[config.mk]
export PLATFORM = sky130hd
export DESIGN_NAME = regfile_wb_scheduler
export DESIGN_NICKNAME = d
export VERILOG_FILES = /design/src/rtl/regfile_wb_scheduler_pkg.sv /design/src/rtl/regfile_wb_scheduler_arb.sv /design/src/rtl/regfile_wb_scheduler.sv
export SDC_FILE = /design/constraint.sdc
export NUM_CORES = 1
export LEC_CHECK = 0
export BUFFER_PORTS_ARGS = -buffer_cell sky130_fd_sc_hd__buf_2
export CORE_ASPECT_RATIO = 1.2
export CORE_MARGIN = 8
export CORE_UTILIZATION = 51
export DETAILED_ROUTE_END_ITERATION = 8
export GPL_TIMING_DRIVEN = 0
export PLACE_DENSITY_LB_ADDON = 0.2
export SETUP_SLACK_MARGIN = 0.5
export SYNTH_ARGS = -nofsm -noshare
export SYNTH_HDL_FRONTEND = slang
export SYNTH_SLANG_ARGS = --single-unit
[constraint.sdc]
create_clock -name clk -period 2.4 [get_ports clk]
set_clock_uncertainty 0.15 [all_clocks]
set_input_delay 0.12 -clock clk [delete_from_list [all_inputs] [get_ports clk]]
set_output_delay 0.12 -clock clk [all_outputs]
set_load 0.01 [all_outputs]
[src/rtl/regfile_wb_scheduler_pkg.sv]
// Shared constants and arbiter state encoding for the
// register-file writeback scheduler.
package regfile_wb_scheduler_pkg;

  localparam int RF_DATA_W   = 8;
  localparam int RF_ADDR_W   = 3;
  localparam int RF_NUM_REGS = 8;

  typedef enum logic {
    LAST_ALU = 1'b0,
    LAST_LD  = 1'b1
  } arb_state_e;

endpackage

[src/rtl/regfile_wb_scheduler_arb.sv]
// Two-input round-robin arbiter with a registered
// last-winner state; port 0 wins the first conflict.
module rr_arbiter2
  import regfile_wb_scheduler_pkg::*;
(
  input  logic clk,
  input  logic rst_n,
  input  logic req0,
  input  logic req1,
  output logic gnt0,
  output logic gnt1
);

  arb_state_e last_q, last_d;

  always_comb begin
    gnt0   = req0 & (~req1 | (last_q == LAST_LD));
    gnt1   = req1 & ~gnt0;
    last_d = last_q;
    if (gnt0)      last_d = LAST_ALU;
    else if (gnt1) last_d = LAST_LD;
  end

  always_ff @(posedge clk or negedge rst_n) begin
    if (!rst_n) last_q <= LAST_LD;
    else        last_q <= last_d;
  end

endmodule

[src/rtl/regfile_wb_scheduler.sv]
// Writeback port scheduler: ALU/load arbitration, busy
// scoreboard for RAW/WAW stalls, registered write port.
module regfile_wb_scheduler
  import regfile_wb_scheduler_pkg::*;
#(
  parameter int DATA_W   = RF_DATA_W,
  parameter int ADDR_W   = RF_ADDR_W,
  parameter int NUM_REGS = RF_NUM_REGS
) (
  input  logic              clk,
  input  logic              rst,
  input  logic              alu_valid,
  input  logic [ADDR_W-1:0] alu_addr,
  input  logic [DATA_W-1:0] alu_data,
  output logic              alu_ready,
  input  logic              ld_valid,
  input  logic [ADDR_W-1:0] ld_addr,
  input  logic [DATA_W-1:0] ld_data,
  output logic              ld_ready,
  input  logic              rsv_valid,
  input  logic [ADDR_W-1:0] rsv_addr,
  output logic              rsv_ready,
  input  logic [ADDR_W-1:0] chk_addr1,
  input  logic [ADDR_W-1:0] chk_addr2,
  output logic              hazard,
  output logic [NUM_REGS-1:0] busy_vec,
  output logic              rf_write_enable,
  output logic [ADDR_W-1:0] rf_write_addr,
  output logic [DATA_W-1:0] rf_write_data
);

  logic                gnt_alu, gnt_ld, accept;
  logic [ADDR_W-1:0]   win_addr;
  logic [DATA_W-1:0]   win_data;
  logic [NUM_REGS-1:0] busy_q, busy_d;
  logic                we_q, we_d;
  logic [ADDR_W-1:0]   waddr_q, waddr_d;
  logic [DATA_W-1:0]   wdata_q, wdata_d;

  rr_arbiter2 u_arb (
    .clk   (clk),
    .rst_n (rst),
    .req0  (alu_valid),
    .req1  (ld_valid),
    .gnt0  (gnt_alu),
    .gnt1  (gnt_ld)
  );

  always_comb begin
    alu_ready = gnt_alu;
    ld_ready  = gnt_ld;
    accept    = gnt_alu | gnt_ld;
    win_addr  = gnt_alu ? alu_addr : ld_addr;
    win_data  = gnt_alu ? alu_data : ld_data;
    rsv_ready = rsv_valid & ~busy_q[rsv_addr];
    hazard    = busy_q[chk_addr1] | busy_q[chk_addr2];
    // Set is applied after clear so a same-address reserve wins.
    busy_d = busy_q;
    if (accept)    busy_d[win_addr] = 1'b0;
    if (rsv_ready) busy_d[rsv_addr] = 1'b1;
    we_d    = accept;
    waddr_d = accept ? win_addr : waddr_q;
    wdata_d = accept ? win_data : wdata_q;
  end

  always_ff @(posedge clk or negedge rst) begin
    if (!rst) begin
      busy_q  <= '0;
      we_q    <= 1'b0;
      waddr_q <= '0;
      wdata_q <= '0;
    end else begin
      busy_q  <= busy_d;
      we_q    <= we_d;
      waddr_q <= waddr_d;
      wdata_q <= wdata_d;
    end
  end

  assign busy_vec        = busy_q;
  assign rf_write_enable = we_q;
  assign rf_write_addr   = waddr_q;
  assign rf_write_data   = wdata_q;

endmodule

* Word level (Yosys, flattened, before mapping)
Cells that the tools add are included.
Storage, ports and cells: bits of input ports 36, memory bits (read-only) 0, memories 0, latch bits 0, bits in registers 21, logic and storage cells 42, output and inout port bits 24, memory bits (writable) 0
Operators by class: multiplexer cells 16, magnitude comparators 6, reduce and logical (&&, ||, !) cells 3, equal/unequal tests 0, bitwise gates (word level) 12, $mul 0, $add $sub $neg 0, shifts and indexed selects 0, div/mod/pow operators 0
Operators with widths (number):
- 8-bit two-way mux | 3
- 3-bit by 4-bit less-than comparator with 1-bit output, second input constant | 4
- 1-bit binary-select mux with 3-bit select | 3
- 8-bit AND | 1
- 8-bit inverter | 1
- 8-bit bitwise OR | 1
- 1-bit two-way mux | 7
- 1-bit demux with 3-bit select | 2
- 3-bit by 1-bit greater-or-equal comparator with 1-bit output, second input constant | 2
- 1-bit AND | 3
- 3-bit two-way mux | 1
- 1-bit inverter | 3
- 1-bit bitwise OR | 3
- 1-bit logical AND | 2
- 2-bit nonzero test | 1

* Longest topological paths before layout
Gate-level depths: netlist (run 1).
depth after elaboration 13, gate-level depth with buffers 5, depth with buffers taken out 3

* Hierarchy
A second synthesis (run 1) with hierarchy kept.
Second synthesis, totals: cell total of the unflattened synthesis 124, area total of the unflattened synthesis 1247.4 µm²
By module, submodules not included:
- regfile_wb_scheduler | sequential area each 500.5 µm², times used 1, cells each 118, area each 1193.6 µm²
- rr_arbiter2 | sequential area each 26.3 µm², times used 1, cells each 6, area each 53.8 µm²

* Least setup slack after synthesis (run 1)
Ideal clock, no wire load.
path kind reg2reg, start point register u_arb.last_q, end point register busy_q[3], in the netlist busy_vec[3], stages on the path, launching flop included 4, data arrival time 1242 ps, required time 2130 ps, library setup time 120 ps, buffers on the path 0, period minus slack after synthesis 1511 ps, path slack 889 ps, path through dfstp_2 > nor2b_1 > or4_1 > a31o_1
Between the ends: word-level cells in the longest chain between the ends 12, elaborated cells between the ends (all ways) 16, those cells by class 2 x order compare; 5 x mux; 8 x bitwise; 1 x reduce/logical
Ends and longest elaborated chain:
- start, declared | RTL line regfile_wb_scheduler_arb.sv:14 | arb_state_e last_q, last_d;
- start signal, assigned | RTL line regfile_wb_scheduler_arb.sv:26 | else last_q <= last_d;
- 1-bit bitwise OR (*) | RTL line regfile_wb_scheduler_arb.sv:17 | gnt0 = req0 & (~req1 | (last_q == LAST_LD));
- 1-bit AND (*) | RTL line regfile_wb_scheduler_arb.sv:17
- 3-bit two-way mux | RTL line regfile_wb_scheduler.sv:53 | win_addr = gnt_alu ? alu_addr : ld_addr;
- 3-bit by 4-bit less-than comparator with 1-bit output (implied by the code) / 3-bit by 1-bit greater-or-equal comparator with 1-bit output (equally long branches) | RTL line regfile_wb_scheduler.sv:59 | if (accept) busy_d[win_addr] = 1'b0;
- 1-bit logical AND (implied by the code) | RTL line regfile_wb_scheduler.sv:59
- 1-bit two-way mux (implied by the code) | RTL line regfile_wb_scheduler.sv:59
- 1-bit demux with 3-bit select | RTL line regfile_wb_scheduler.sv:59
- 8-bit inverter (no line)
- 8-bit AND (no line)
- 8-bit two-way mux (*) | RTL line regfile_wb_scheduler.sv:59
- 8-bit bitwise OR (no line)
- 8-bit two-way mux (*) | RTL line regfile_wb_scheduler.sv:60 | if (rsv_ready) busy_d[rsv_addr] = 1'b1;
- via busy_d[3] | RTL line regfile_wb_scheduler.sv:35 | logic [NUM_REGS-1:0] busy_q, busy_d;
- end signal, assigned | RTL line regfile_wb_scheduler.sv:73 | busy_q <= busy_d;
- end, declared | RTL line regfile_wb_scheduler.sv:35
The timed path passes the listed nets; every way through them passes the cells marked *. A chain may end at the register's enable or synchronous reset.

* Worst setup path in the final report (run 1)
start point register busy_q[6], in the netlist busy_vec[6], end point output hazard
Between the ends: word-level cells in the longest chain between the ends 3, elaborated cells between the ends (all ways) 5, those cells by class 4 x mux; 1 x bitwise
Ends and longest elaborated chain:
- 1-bit binary-select mux with 3-bit select | RTL line regfile_wb_scheduler.sv:56 | hazard = busy_q[chk_addr1] | busy_q[chk_addr2];
- 1-bit two-way mux (implied by the code) | RTL line regfile_wb_scheduler.sv:56
- 1-bit bitwise OR (*) | RTL line regfile_wb_scheduler.sv:56
- end, declared | RTL line regfile_wb_scheduler.sv:25 | output logic hazard,
Every way passes the cells marked *; elsewhere a longest branch is shown, timed or not. The select of a mux whose other input is x is not followed.

==> metrics, run 1 <==
Critical Path Max Stage Delay=~0.48 ns; CP max stage cell=mux4_2; status=finished, final reports clean; DRC Markers=0; fmax=0.5395 GHz; biggest area consumer among synthesized cells=dfrtp_1; # IOs=60; peak supply drop=between 0.4 and 0.5 mV; Synth Instances=137; final setup fails=0; sequential share of the synthesized area=about 38%; worst endpoint data arrival time=approximately 1.6 ns; CTS tree=built; first-pass GRT wire length=approximately 6600 um; Synth Area in XOR/XNOR=0%; Final Cycle Share=between 70 and 80%; Syn. warnings=0; Worst-Margin Slew=approximately 0.46 ns; critical path required time=2.13 ns; clock latency on the worst-skew pair=between 0.3 and 0.4 ns; DRT Pass-1 Iters=4; ys async rst share=100.0%; initial DRC count=~60; Vias/cell=~5.7; Die Wd=around 64 um; Hold Slack=around 0.0048 ns; IO buf count=56; die footprint=4672 um2; EDFF count, synth=0; Setup TNS Final=0 ns; maximum root-to-sink buffer count=2; via count of the first global-routing pass=1558; Post-Synth Simple-Gate Area=roughly a fifth; Die Y=~73 um; H-tree Lvls=1; share of the synthesized area in the top cell type=35.87%; CP Launch Type=register; dpl ws=around 0.82 ns; post-synthesis adder-cell area fraction=0%; GRT overflow=0; Core Region=2706 um2; Worst-path clk slew=~0.11 ns; DP Area=roughly 1700 um2; Final Critical Period=~1.9 ns; Cell Pwr Density=~580 nW/um2; layout cells sized above 1=between 40% and 50%; detailed-route via count=about 1400; CP endpoint kind=output port; Synth Area in Compound Gates=13.18%; post-route antenna net violation count=0; Starting Density=approximately half; worst setup slack after layout=around 0.55 ns; Post-synth top flop=dfrtp_1; routed len/inst=roughly 16 um; placed insts=about 230; Final Hold Vio Count=0; relative slew slack=around 69%; Mapped Area=around 1400 um2; post-synthesis area per instance=about 10 um2; RSZ-0062 raised after global routing=true; finished layout cell area=1868 um2; Routed WL=~4000 um; Synth Net Count=roughly 170; routability cong.=between 0.8 and 0.9; clk sinks=21; Final Max Slew Viols=0; #FFs+latches synth=21; non-filler instance count after layout=~240; most common cell after layout, fill and taps aside=buf_2; CTS Buf Count=3; CP Cell Sequence=mux4_2 -> mux2i_1 -> nand2_1 -> buf_2; Synth cell types=37; critical path class=register to output port; CTS root buffer=clkbuf_4; P&R area growth vs syn=33.90%; Pleak=between 0.8 and 0.9 nW; detailed placer's ending HPWL=3127 um; largest family of logic cells by synthesized area=multiplexers; post-synthesis mux area share=23.68%; initial antenna violation count=0; Row Count=21; fin nets=about 250; GRT Util Overall=17.10%; antenna fix cells=0; largest net degree at the start of global routing=22; max-cap violation count=0; crit-path max FO=6; most frequent cells in the layout=58 x buf_2, 16 x mux2_2, 16 x dfrtp_1; Worst Hold Class=input port to register; synth top area cells=dfrtp_1 36%, mux2_2 13%, mux4_2 6.5%
synthesized netlist by cell type (2+ instances only):
cell        n
nand4b_1    3
o2111ai_1   2
buf_4       2
clkbuf_1    5
nor4_1      2
nand4_1     4
inv_1       4
o21ai_0     9
nand3_1     6
buf_2       2
and4b_1     3
mux4_2      4
nor2_1      4
nor2b_1     3
mux2_2     16
dfrtp_1    20
a31oi_1     2
nor4bb_1    2
a21oi_1     2
a31o_2      6
nand2b_1    4
mux2i_1     6
nand2_1     6
a211oi_1    2
nor3_1      6
worst paths after layout:
path / start / end / slack [ns] / cells past startpoint
max in group asynchronous: rst / busy_vec[7] / 1.62 / 2
max reg2reg: u_arb.last_q / busy_vec[3] / 0.83 / 3
max: busy_vec[6] / hazard / 0.55 / 4
min: alu_addr[1] / rf_write_addr[1] / 0.005 / 3
min in group asynchronous: rst / rf_write_data[5] / 0.14 / 2
min reg2reg: rf_write_addr[2] / rf_write_addr[2] / 0.41 / 2
flip-flops by register name, summed over array words and instances (netlist names):
name,cells
busy_vec,8
rf_write_data,8
rf_write_addr,3
rf_write_enable,1
u_arb.last_q,1
metal layers:
metal / wire (um) / global-route usage (%)
met5: 0 / 0
met4: 80 / 9.181
met3: 315 / 5.640
met2: 2021 / 31.83
met1: 1545 / 16.21
critical path: cells and delay by family (launching register included):
kind / cells / cell delay, ns
multiplexers: 2 / 0.62
flip-flops: 1 / 0.46
buffers and inverters: 1 / 0.13
AND/OR/NAND/NOR: 1 / 0.06
stage by stage:
step                      total power, mW  util, %
after global placement             0.8716    63.48
final                               1.080    69.02
after CTS                           1.079    68.70
after floorplan                    0.7192        -
after detailed placement           0.8920    63.48
after global routing                1.142    69.02
kinds of logic (layout without fill, tap and decap cells):
logic type | after synthesis | in the layout
buf+inv | 15 | 86
simple gates | 48 | 48
flops | 21 | 21
mux | 26 | 26
compound gates | 27 | 27
cell type report:
class                      instances  area, um2
tap                               34      42.54
inverter                           5      18.77
fill                             215      838.3
buffer                            10      51.30
clock buffer                       4      26.28
sequential                        21      531.8
timing repair buffer              67      390.4
multi-input combinational        101      807.0
power breakdown:
group	leakage, nW	internal, mW	switching [mW]
registers	0.244	0.424	0.0784
clock network	0.0150	0.0650	0.109
logic	0.584	0.218	0.185
timing repair:
action	4_1_cts	5_1_grt
gates resized for setup	1	5
cloned	0	0
hold endpoints to repair	31	0
setup endpoints to repair	1	2
hold buffers	11	0
pin swaps	0	0
buffers inserted	0	0
Power figures use the tool's default switching activity.
==> run 2: changes to the inputs <==
- CORE_UTILIZATION: 51 -> 43
- clock period: 2.4 -> 1.64 ns (I/O delays scaled with it)
==> metrics, run 2 (synthesis gave the netlist of run 1 again) <==
status=finished with violations; failing checks=hold timing, setup timing; first-pass GRT wire length=roughly 7100 um; via count of the first global-routing pass=1599; Vias/cell=5.799; CP Capture Point=rsv_ready; R2R setup slack=-0.05 ns; crit-path max FO=4; DRC Markers=0; Reg2Reg Depth=7; detailed placer's ending HPWL=about 3000 um; H-tree Lvls=1; Core Region=3083 um2; Setup crit start=busy_vec[7]; DRT Pass-1 Iters=5; IO buf count=56; routed len/inst=approximately 18 um; fmax=between 0.5 and 0.6 GHz; dpl ws=~0.065 ns; CP Launch Type=register; GRT Util Overall=~17%; clk sinks=21; antenna fix cells=0; Tot Pwr=about 2.0 mW; finished layout cell area=2386 um2; Worst-path clk slew=0.14 ns; Routed WL=roughly 5000 um; Row Count=22; die footprint=5330 um2; CTS tree=built; Reg2Reg Launch Point=u_arb.last_q; fin nets=279; layout cells sized above 1=between 50% and 60%; Post-Route Utilization=a little under 80%; Hold Slack=-0.04241 ns; Die Y=78.40 um; critical path required time=about 1.4 ns; placed insts=between 200 and 250; Final Hold Vio Count=8; most common cell after layout, fill and taps aside=buf_2; Die Wd=68.00 um; Setup TNS Final=-0.6792 ns; routability cong.=roughly 0.84; Cell Pwr Density=about 840 nW/um2; largest net degree at the start of global routing=22; min-delay src=ld_data[6]; CP endpoint kind=output port; worst endpoint data arrival time=between 1.5 and 2 ns; GRT overflow=0; initial DRC count=87; RSZ-0062 raised after global routing=true; P&R area growth vs syn=71.03%; CTS root buffer=clkbuf_4; Final Critical Period=between 1.5 and 2 ns; maximum root-to-sink buffer count=2; initial antenna violation count=0; post-route antenna net violation count=0; final setup fails=11; max-cap violation count=0; Pleak=1.094 nW; CTS Buf Count=3; Worst-Margin Slew=between 0.5 and 0.6 ns; Starting Density=between 40% and 50%; DP Area=1732 um2; most frequent cells in the layout=46 x buf_2, 33 x buf_6, 16 x dfrtp_1, 16 x dlygate4sd3_1, 13 x mux2_2; peak supply drop=just over 0.6 mV; clock latency on the worst-skew pair=roughly 0.33 ns; critical path class=register to output port; # IOs=60; Final Max Slew Viols=0; worst setup slack after layout=-0.2206 ns; Worst Hold Class=input port to register; non-filler instance count after layout=278; detailed-route via count=around 1600; FF-to-FF End=busy_vec[4]; Final Cycle Share=113.5%; relative slew slack=roughly three fifths
run 2: layout make-up:
cell class	count	area, um2
Multi-Input combinational cell	101	903.4
Timing Repair Buffer	101	802.0
Fill cell	210	696.9
Sequential cell	21	531.8
Buffer	10	57.56
Tap cell	36	45.04
Clock buffer	3	22.52
Inverter	5	18.77
Clock inverter	1	5.005
run 2: how the worst min path moves through the flow:
stage / end / slack, ns / depth (start not counted)
4_1_cts: rf_write_data[6] / -0.05 / 3
6_report: rf_write_data[6] / -0.04 / 3
3_3_place_gp: rf_write_addr[0] / -0.1 / 1
3_5_place_dp: rf_write_addr[0] / -0.08 / 1
2_1_floorplan: busy_vec[0] / -0.36 / 0
5_1_grt: rf_write_data[4] / -0.05 / 3
run 2: report_power, final:
part           internal [mW]  switching (mW)
Clock                 0.0918           0.182
Sequential             0.621          0.0833
Combinational          0.621           0.416
Total                   1.33           0.681
run 2: metal layers:
| metal | vias up | global-route usage, % | share of wire [%] |
|---|---|---|---|
| li1 | 739 | - | - |
| met4 | 0 | 11.29 | 4.7 |
| met2 | 83 | 28.79 | 50 |
| met1 | 765 | 17.45 | 38 |
| met5 | - | 0 | 0 |
| met3 | 25 | 4.261 | 7.7 |
run 2: repair_timing:
action / CTS / global route
setup buffers: 13 / 14
hold buffers: 15 / 1
gates cloned: 1 / 1
hold endpoints to repair: 33 / 9
endpoints found under the setup margin: 30 / 36
resized for setup: 31 / 32
pin swaps: 13 / 7
run 2: critical path: stages, from the launching register on:
cell and delay [ns]:
dfrtp_2 0.45, buf_4 0.14, buf_6 0.12, mux2i_1 0.12, o21ai_1 0.09, a211oi_2 0.20, buf_2 0.16
==> run 3: changes to the inputs <==
- PLACE_DENSITY_LB_ADDON: 0.2 -> 0.25
==> metrics, run 3 (synthesis gave the netlist of run 1 again) <==
Worst Hold Class=input port to register; crit-path max FO=4; CTS Buf Count=3; placed insts=between 200 and 250; Hold Slack=-0.01745 ns; Final Max Slew Viols=0; Die Y=~80 um; CTS tree=built; routed len/inst=around 18 um; fin nets=approximately 270; H-tree Lvls=1; DRT Pass-1 Iters=4; IO buf count=56; first-pass GRT wire length=between 8000 and 9000 um; CP Cell Sequence=mux4_2 -> mux2i_1 -> nand2_1 -> buf_2; critical path required time=around 1.4 ns; Clk pwr share=12.9%; largest net degree at the start of global routing=22; # hold bufs at CTS=15; Starting Density=around 45%; P&R area growth vs syn=68.88%; critical path class=register to output port; most frequent cells in the layout=47 x buf_2, 31 x buf_6, 15 x dfrtp_1, 15 x dlygate4sd3_1; finished layout cell area=between 2000 and 2500 um2; Sw Share=between 30% and 40%; Worst-path clk slew=approximately 0.13 ns; worst setup slack after layout=-0.1731 ns; layout cells sized above 1=approximately 58%; sequential cell area=~530 um2; worst endpoint data arrival time=between 1.5 and 2 ns; Core Region=between 3000 and 4000 um2; CTS root buffer=clkbuf_4; CP Launch Type=register; RSZ-0062 raised after global routing=true; DRC Markers=0; most common cell after layout, fill and taps aside=buf_2; routability cong.=between 0.8 and 0.9; initial DRC count=between 90 and 100; Routed WL=4967 um; antenna fix cells=0; initial antenna violation count=0; GRT overflow=0; detailed-route via count=roughly 1500; Tot Pwr=1.981 mW; fmax=0.5515 GHz; CP endpoint kind=output port; relative slew slack=~62%; failing checks=hold timing, setup timing; # IOs=60; sequential share of power=36.1%; post-route antenna net violation count=0; Logic pwr share=between 50% and 60%; internal power=1.321 mW; Critical Path Max Stage Delay=roughly 0.48 ns; Net Sw Power=about 0.66 mW; Row Count=22; status=finished with violations; final setup fails=8; clk sinks=21; Die Wd=slightly below 70 um; Worst-Margin Slew=0.5637 ns; Pleak=1.080 nW; Vias/cell=5.654; Final Hold Vio Count=4; detailed placer's ending HPWL=~3100 um; Final Critical Period=1.813 ns; area of the multi-input gates=about 910 um2; non-filler instance count after layout=between 200 and 300; Final Cycle Share=110.6%; peak supply drop=slightly below 0.6 mV; GRT Util Overall=about a fifth; maximum root-to-sink buffer count=2; clock latency on the worst-skew pair=roughly 0.31 ns; via count of the first global-routing pass=~1700; DP Area=approximately 1700 um2; max-cap violation count=0; CP max stage cell=mux4_2; Cell Pwr Density=around 840 nW/um2; Fillers=208; die footprint=approximately 5300 um2
run 3: cell types whose count changed in the layout (fill, tap and decap cells not counted), moves of 2 or more:
cell    change
mux2_2      -5
mux2_4      +5
buf_4       -5
buf_6       -2
run 3: worst paths after layout:
| check | from | end | slack (ns) | cells after the start |
|---|---|---|---|---|
| max | busy_vec[0] | hazard | -0.17 | 4 |
| min | ld_data[7] | rf_write_data[7] | -0.02 | 3 |
| max reg2reg | u_arb.last_q | rf_write_data[4] | -0.02 | 6 |
| min reg2reg | rf_write_addr[2] | rf_write_addr[2] | 0.44 | 2 |
| max in group asynchronous | rst | busy_vec[2] | 0.88 | 2 |
| min in group asynchronous | rst | rf_write_addr[0] | 0.09 | 2 |
run 3: final cells by class:
cell class | instances | share of cell area [%]
multi-input cells | 101 | 38.77
repair buffers | 95 | 32.13
clock buffers | 4 | 1.115
inverters | 5 | 1.009
well taps | 36 | 1.912
plain buffers | 10 | 2.443
flip-flops and latches | 21 | 22.62
run 3: what timing repair did:
item                                    CTS  global route
endpoints found under the hold margin    32             4
buffers inserted                         17             5
resized for setup                        54            13
pin swaps                                13             5
endpoints found under the setup margin   30            32
gates cloned                              2             0
run 3: worst max-delay path, delay by kind of cell (launching register included):
family                 cells  cell delay (ns)
muxes                      2             0.63
buffers and inverters      1             0.14
DFF                        1             0.45
and+or+nand+nor            1             0.06
run 3: power groups by stage:
stage	clock network [mW]	registers, mW	logic (mW)
2_1_floorplan	0	0.756	0.305
3_3_place_gp	0	0.732	0.560
3_5_place_dp	0	0.745	0.581
4_1_cts	0.253	0.706	0.936
5_1_grt	0.278	0.725	1.09
6_report	0.256	0.715	1.01
run 3: metrics by stage:
step,worst slack (ns),util (%),TNS [ns]
final,-0.1731,76.42,-0.3693
after global routing,-0.2743,76.42,-0.8872
after CTS,-0.1739,73.13,-0.2952
after detailed placement,0.07326,56.17,0
after global placement,0.1047,56.17,0
after floorplan,0.1395,-,0
run 3: per-layer routing:
metal	track usage (%)	up-vias	part of all wire (%)
met5	0	-	0
met4	8.008	0	2.3
met3	4.688	12	9.1
met2	34.62	77	54
met1	18.92	725	35
li1	-	724	-
